`config.mk`:
```
export PLATFORM = sky130hd
export DESIGN_NAME = uart_frame_xcvr
export DESIGN_NICKNAME = d
export VERILOG_FILES = /design/src/rtl/uart_frame_xcvr.sv
export SDC_FILE = /design/constraint.sdc
export NUM_CORES = 1
export LEC_CHECK = 0
export ABC_AREA = 1
export CORE_UTILIZATION = 60
export CTS_CLUSTER_SIZE = 28
export DETAILED_ROUTE_END_ITERATION = 7
export DONT_BUFFER_PORTS = 1
export PLACE_DENSITY = 0.87
export SYNTH_ARGS = -nofsm -noshare
export SYNTH_HDL_FRONTEND = slang
export SYNTH_SLANG_ARGS = --single-unit
export TNS_END_PERCENT = 20
```
`constraint.sdc`:
```
create_clock -name clk -period 2.3 [get_ports clk]
set_clock_uncertainty 0.1 [all_clocks]
set_input_delay 0.575 -clock clk [delete_from_list [all_inputs] [get_ports clk]]
set_output_delay 0.575 -clock clk [all_outputs]
set_load 0.02 [all_outputs]
```
`src/rtl/uart_frame_xcvr.sv`:
```
// uart_frame_xcvr: 8N1 UART receiver and transmitter plus a periodic report
// generator. The low nibble of the last good received byte drives active-low
// LEDs, and every PERIOD_CYCLES a 20-byte ASCII line
// "UART RX DATA: 0xHH\r\n" goes out on uart_tx.
//
// Internal request handshake (generator -> transmitter):
//   tx_start/tx_byte form a request. The transmitter takes it in any cycle
//   where tx_start=1 and tx_busy=0. tx_busy is high from the start bit
//   (the cycle after acceptance) through the end of the stop bit.
module uart_frame_xcvr #(
    parameter int BPS_NUM       = 434,
    parameter int PERIOD_CYCLES = 50000000
) (
    input  logic       clk,
    input  logic       rst,
    input  logic       uart_rx,
    output logic       uart_tx,
    output logic [7:0] rx_data,
    output logic       rx_valid,
    output logic       rx_frame_err,
    output logic       tx_busy,
    output logic [3:0] led
);
    localparam int CW = $clog2(BPS_NUM);
    localparam int TW = $clog2(PERIOD_CYCLES);
    localparam logic [CW-1:0] BIT_LAST   = CW'(BPS_NUM - 1);
    localparam logic [CW-1:0] HALF_LAST  = CW'(BPS_NUM / 2 - 1);
    localparam logic [TW-1:0] TIMER_LAST = TW'(PERIOD_CYCLES - 1);
    localparam logic [127:0]  HDR        = "UART RX DATA: 0x";

    typedef enum logic [1:0] {S_IDLE, S_START, S_DATA, S_STOP} uart_state_t;
    typedef enum logic [1:0] {G_IDLE, G_REQ, G_WAIT} gen_state_t;

    // ------------------------------------------------------------------
    // Receiver
    // ------------------------------------------------------------------
    logic          rx_s1, rx_s2, rx_prev;
    uart_state_t   rx_state, rx_state_nx;
    logic [CW-1:0] rx_cnt;
    logic [2:0]    rx_bit;
    logic [7:0]    rx_shift;
    logic          rx_fall, rx_half_tick, rx_bit_tick;

    // Two-flop synchronizer plus a delayed copy for falling-edge detection
    always_ff @(posedge clk) begin
        if (rst) begin
            rx_s1   <= 1'b1;
            rx_s2   <= 1'b1;
            rx_prev <= 1'b1;
        end else begin
            rx_s1   <= uart_rx;
            rx_s2   <= rx_s1;
            rx_prev <= rx_s2;
        end
    end

    // Receiver state register
    always_ff @(posedge clk) begin
        if (rst) rx_state <= S_IDLE;
        else     rx_state <= rx_state_nx;
    end

    // Receiver next state: a start that reads high at mid-bit is a glitch
    always_comb begin
        rx_state_nx = rx_state;
        case (rx_state)
            S_IDLE:  if (rx_fall) rx_state_nx = S_START;
            S_START: if (rx_half_tick) rx_state_nx = rx_s2 ? S_IDLE : S_DATA;
            S_DATA:  if (rx_bit_tick && rx_bit == 3'd7) rx_state_nx = S_STOP;
            S_STOP:  if (rx_bit_tick) rx_state_nx = S_IDLE;
            default: rx_state_nx = S_IDLE;
        endcase
    end

    // Receiver sample strobes decoded from state and bit timer
    always_comb begin
        rx_fall      = rx_prev & ~rx_s2;
        rx_half_tick = (rx_state == S_START) && (rx_cnt == HALF_LAST);
        rx_bit_tick  = (rx_state == S_DATA || rx_state == S_STOP) && (rx_cnt == BIT_LAST);
    end

    // Receiver bit timer, LSB-first shift register and result pulses
    always_ff @(posedge clk) begin
        if (rst) begin
            rx_cnt       <= '0;
            rx_bit       <= '0;
            rx_shift     <= '0;
            rx_data      <= '0;
            rx_valid     <= 1'b0;
            rx_frame_err <= 1'b0;
        end else begin
            rx_valid     <= 1'b0;
            rx_frame_err <= 1'b0;
            if (rx_state == S_IDLE || rx_half_tick || rx_bit_tick) rx_cnt <= '0;
            else                                                   rx_cnt <= rx_cnt + 1'b1;
            if (rx_half_tick) rx_bit <= '0;
            if (rx_bit_tick && rx_state == S_DATA) begin
                rx_shift <= {rx_s2, rx_shift[7:1]};
                rx_bit   <= rx_bit + 1'b1;
            end
            if (rx_bit_tick && rx_state == S_STOP) begin
                if (rx_s2) begin
                    rx_data  <= rx_shift;
                    rx_valid <= 1'b1;
                end else begin
                    rx_frame_err <= 1'b1;
                end
            end
        end
    end

    assign led = ~rx_data[3:0];

    // ------------------------------------------------------------------
    // Transmitter
    // ------------------------------------------------------------------
    uart_state_t   tx_state, tx_state_nx;
    logic [CW-1:0] tx_cnt;
    logic [2:0]    tx_bit;
    logic [7:0]    tx_shift;
    logic          tx_tick;
    logic          tx_start;
    logic [7:0]    tx_byte;

    // Transmitter state register
    always_ff @(posedge clk) begin
        if (rst) tx_state <= S_IDLE;
        else     tx_state <= tx_state_nx;
    end

    // Transmitter next state: each bit lasts exactly BPS_NUM cycles
    always_comb begin
        tx_state_nx = tx_state;
        case (tx_state)
            S_IDLE:  if (tx_start) tx_state_nx = S_START;
            S_START: if (tx_tick) tx_state_nx = S_DATA;
            S_DATA:  if (tx_tick && tx_bit == 3'd7) tx_state_nx = S_STOP;
            S_STOP:  if (tx_tick) tx_state_nx = S_IDLE;
            default: tx_state_nx = S_IDLE;
        endcase
    end

    // Transmitter line level and busy flag decoded from state
    always_comb begin
        tx_tick = (tx_state != S_IDLE) && (tx_cnt == BIT_LAST);
        tx_busy = (tx_state != S_IDLE);
        case (tx_state)
            S_START: uart_tx = 1'b0;
            S_DATA:  uart_tx = tx_shift[0];
            default: uart_tx = 1'b1;
        endcase
    end

    // Transmitter bit timer and shift register
    always_ff @(posedge clk) begin
        if (rst) begin
            tx_cnt   <= '0;
            tx_bit   <= '0;
            tx_shift <= '0;
        end else begin
            if (tx_state == S_IDLE || tx_tick) tx_cnt <= '0;
            else                               tx_cnt <= tx_cnt + 1'b1;
            if (tx_state == S_IDLE && tx_start) begin
                tx_shift <= tx_byte;
                tx_bit   <= '0;
            end else if (tx_tick && tx_state == S_DATA) begin
                tx_shift <= {1'b1, tx_shift[7:1]};
                tx_bit   <= tx_bit + 1'b1;
            end
        end
    end

    // ------------------------------------------------------------------
    // Report generator
    // ------------------------------------------------------------------
    gen_state_t    gen_state, gen_state_nx;
    logic [TW-1:0] timer;
    logic [4:0]    gen_idx;
    logic [7:0]    snap;
    logic          launch;

    function automatic logic [7:0] hex_char(input logic [3:0] n);
        return (n < 4'd10) ? (8'h30 + {4'h0, n}) : (8'h37 + {4'h0, n});
    endfunction

    // Generator state register
    always_ff @(posedge clk) begin
        if (rst) gen_state <= G_IDLE;
        else     gen_state <= gen_state_nx;
    end

    // Generator next state: one request, then wait out that byte's busy window
    always_comb begin
        gen_state_nx = gen_state;
        case (gen_state)
            G_IDLE:  if (launch) gen_state_nx = G_REQ;
            G_REQ:   if (!tx_busy) gen_state_nx = G_WAIT;
            G_WAIT:  if (!tx_busy) gen_state_nx = (gen_idx == 5'd19) ? G_IDLE : G_REQ;
            default: gen_state_nx = G_IDLE;
        endcase
    end

    // Generator request and frame byte selection
    always_comb begin
        launch   = (timer == TIMER_LAST);
        tx_start = (gen_state == G_REQ);
        case (gen_idx)
            5'd16:   tx_byte = hex_char(snap[7:4]);
            5'd17:   tx_byte = hex_char(snap[3:0]);
            5'd18:   tx_byte = 8'h0D;
            5'd19:   tx_byte = 8'h0A;
            default: tx_byte = HDR[{~gen_idx[3:0], 3'b000} +: 8];
        endcase
    end

    // Free-running interval timer, snapshot at launch, byte index advance
    always_ff @(posedge clk) begin
        if (rst) begin
            timer   <= '0;
            gen_idx <= '0;
            snap    <= '0;
        end else begin
            timer <= launch ? '0 : timer + 1'b1;
            if (gen_state == G_IDLE && launch) begin
                snap    <= rx_data;
                gen_idx <= '0;
            end else if (gen_state == G_WAIT && !tx_busy && gen_idx != 5'd19) begin
                gen_idx <= gen_idx + 1'b1;
            end
        end
    end
endmodule

```
[After elaboration in Yosys (flattened, before gate mapping)]
Index checks and enable logic that the tools add are counted.
Word-level totals
  bits in registers: 98
  bits of input ports: 3
  output and inout bits: 16
  logic and storage cells: 125
Cells by class
  add/subtract/negate cells: 10
  magnitude comparators: 2
  equality and inequality tests: 30
  shift-type cells: 1
  mux-type cells: 26
  bitwise gates (word level): 5
  reduce and logical (&&, ||, !) cells: 33
Operator list (number)
  128-bit by 8-bit indexed part select with 8-bit output (first input constant): 1
  8-bit case mux with 4 select lines: 1
  6-bit by 4-bit adder with 7-bit output (first input constant): 4
  26-bit by 1-bit adder with 26-bit output (second input constant): 1
  26-bit == test (second input constant): 1
  2-bit 2-to-1 mux: 12
  2-bit inequality test (second input constant): 11
  5-bit == test (second input constant): 4
  9-bit by 1-bit adder with 9-bit output (second input constant): 2
  9-bit == test (second input constant): 2
  8-bit 2-to-1 mux: 2
  2-bit case mux with 4 select lines: 2
  7-bit 2-to-1 mux: 2
  1-bit logical AND: 12
  2-bit OR reduction: 6
  2-bit == test (second input constant): 5
  9-bit by 8-bit == test with 1-bit output (second input constant): 1
  4-bit < comparator (second input constant): 2
  4-bit inverter: 2
  4-bit AND reduction: 2
  3-bit by 1-bit adder with 3-bit output (second input constant): 2
  2-bit by 1-bit == test with 1-bit output (second input constant): 3
  3-bit == test (second input constant): 2
  2-bit zero test: 3
  13 further kinds: 22

[Longest topological paths before layout]
  depth in word-level cells: 6
  mapped depth: 11
  gate-level depth less buffers: 11

[Worst setup path after synthesis]
OpenSTA, ideal clock, no wires.
  kind: reg-to-output
  from: reg tx_state[0]
  to: out uart_tx
  data arrival time: 1095 ps
  data required time: 1625 ps
  setup slack: 530 ps
  cell stages (with the launch flop): 5
  path buffers: 0
  path through: dfxtp_1 inv_1 ha_1 or2_2 nand2_1
On the way
  longest elaborated chain between the ends: 2
  elaborated cells on any way between the ends: 3
  those cells by class: eq/ne (2); mux (1)
Ends and longest elaborated chain
  from (decl): RTL line 117  | uart_state_t tx_state, tx_state_nx;
  from (signal assigned): RTL line 128  | else tx_state <= tx_state_nx;
  2-bit == test or 2-bit by 1-bit == test with 1-bit output (tied branches): RTL line 147  | case (tx_state)
  1-bit case mux with 2 select lines (*): RTL line 147
  to (decl): RTL line 17  | output logic uart_tx,
Mark *: on every way between the ends. The rest lies on a longest branch, timed or not.

[Final worst setup path]
Ends and elaborated chain as after synthesis.

==> run metrics <==
status=finished clean; htree depth=3; Mapped Avg Cell Area=6.891 sq um; final core utilization=65.23%; NumNets Final=753; clock sink count=98; via count=4,512; pins over their slew limit=0; Final ANT Viol Nets=0; Root Driver=clkbuf_8; final wirelength=10.25 mm; Unique masters post-synth=38; die width=93.50 um; class of the most critical setup path=reg2out; final hold violation count=0; Die Area=8742 sq um; clk buf depth=2; PortBufs=0; row count=33; Pwr Total=4.013 mW; Syn-to-layout area delta=6.152%; n_diodes=0; Max Clock Freq=0.4615 GHz; WP data required=1620 ps; placed inst area=5102 sq um; Vias/cell=5.384; RSZ-0062 raised after global routing=true; grt peak-use layer=met2; total negative slack=0 ps; crit path DAT=1490 ps; measured slew at the worst slew-check pin=525.3 ps; synthesized area=5024 sq um; pre-CTS WS=328.3 ps; largest net degree at the start of global routing=38; most common cell after layout, fill and taps aside=nand2_1; Core Area=8175 sq um; met2 GRT Util=42.52%; first-pass GRT wire length=17.27 mm; element type at the critical path end=output pin; drt first pass iters=5; routability congestion estimate=0.9306; post-route cell area=5333 sq um; fin worst setup slack=133.2 ps; FF+latch count, synth=98; Worst-path clk slew=100 ps; GRT overflow=0; Fin Hold WS=155.0 ps; startpoint types=flop; cells after synthesis=729; Max Cap Viol=0; leakage=2.181 nW; GR Util All Layers=24.42%; Max rail drop VDD=0.0003869 V; total number of yosys warnings=0; CTS Hold Bufs=0; Slew headroom=64.68%; CP max FO=4; Initial Util=61.45%; wire per inst=12.24 um; DP Cell Count=822; Die Y=93.50 um; dpl hpwl=7.469 mm; antenna violations before repair=0; PwrDens=752.5 nW/um^2; HP Class=in2reg; vias in the first global route=4,135; commonest cells after routing, fill and taps aside=nand2_1, nor2_1, dfxtp_1, inv_1, nand3_1; Num CTS Buffers=9; Period minus WS final=2167 ps; DR iter-0 viols=234; Worst-Skew Late Latency=370 ps; Ports=19; register area share after synthesis=39.05%; final worst path period share=94.21%; met1 usage=29.69%; CTS tree=yes; Setup Viol. Count Final=0; drt drc=0; syn nets=754; Non-Filler Instances=838; met3 usage=5.610%; layout cells sized above 1=6.412%
-- synth_stat cells, drive strengths merged --
cell / n / share of area, %
nand2: 165 / 13
nor2: 132 / 11
dfxtp: 98 / 39
inv: 87 / 6.5
nand3: 49 / 5.4
a21oi: 45 / 4.5
o21ai: 41 / 4.2
ha: 22 / 5.5
nor3: 14 / 1.5
xor2: 14 / 2.4
nand4: 11 / 1.4
or2: 11 / 1.4
clkbuf: 9 / 0.67
buf: 7 / 0.97
nor3b: 5 / 0.75
nand3b: 4 / 0.60
a211oi: 3 / 0.45
xnor2: 3 / 0.52
a31oi: 2 / 0.25
a21boi: 1 / 0.15
a311oi: 1 / 0.17
and2: 1 / 0.12
clkinv: 1 / 0.075
o211ai: 1 / 0.15
o22ai: 1 / 0.12
o31ai: 1 / 0.15
-- per-layer routing --
layer	part of all wire, %	vias up	wire length, um
met5	0	-	0
met4	1.4	0	145
met3	5.3	19	546
met2	48	116	4944
met1	45	2058	4618
li1	-	2319	-
-- sequential cells by signal, indices dropped and copies added (netlist names), named ones only --
name          flops
timer            26
gen_state         2
rx_cnt            9
rx_s2             1
rx_frame_err      1
tx_bit            3
gen_idx           5
tx_shift          8
rx_shift          8
tx_state          2
rx_state          1
tx_cnt            9
rx_bit            3
snap              8
rx_data           8
rx_s1             1
rx_valid          1
rx_prev           1
-- layout make-up --
| type | count | area, sq um |
|---|---|---|
| multi-input combinational | 527 | 2656 |
| inverter | 88 | 334.1 |
| sequential | 98 | 1963 |
| tap | 105 | 131.4 |
| clock buffer | 10 | 137.6 |
| fill | 708 | 2843 |
| timing repair buffer | 4 | 30.03 |
| clock inverter | 6 | 80.08 |
-- cell families (layout without fill, tap and decap cells) --
| logic type | count (synthesis) | after routing | share of synthesized area (%) |
|---|---|---|---|
| AO/OA/AOI/OAI | 96 | 96 | 10.09 |
| AND/OR/NAND/NOR | 392 | 392 | 34.20 |
| adder cells (fa/ha/maj) | 22 | 22 | 5.479 |
| XOR/XNOR | 17 | 17 | 2.964 |
| buffers and inverters | 104 | 108 | 8.219 |
| flip-flops | 98 | 98 | 39.05 |
-- timing repair --
item,CTS,global route
endpoints found under the setup margin,0,4
buffers inserted,0,0
resized for setup,0,4
-- final timing paths --
kind	endpoint	from	slack, ps	cells past startpoint
setup / recovery	uart_tx	tx_state[0]	130	4
hold / removal	rx_bit[2]	rst	150	1
setup reg to reg	rx_shift[7]	rx_cnt[0]	330	9
hold reg to reg	rx_s2	rx_s1	330	1
-- where the power goes --
group,switching (mW),internal [mW]
registers,0.102,1.80
clock network,0.645,0.553
logic,0.605,0.307
-- critical path, stage by stage, from the launching register on --
cell     delay, ps
dfxtp_2        380
inv_1           80
ha_1           240
or2_2          300
nand2_2        120
Power figures use the tool's default switching activity.
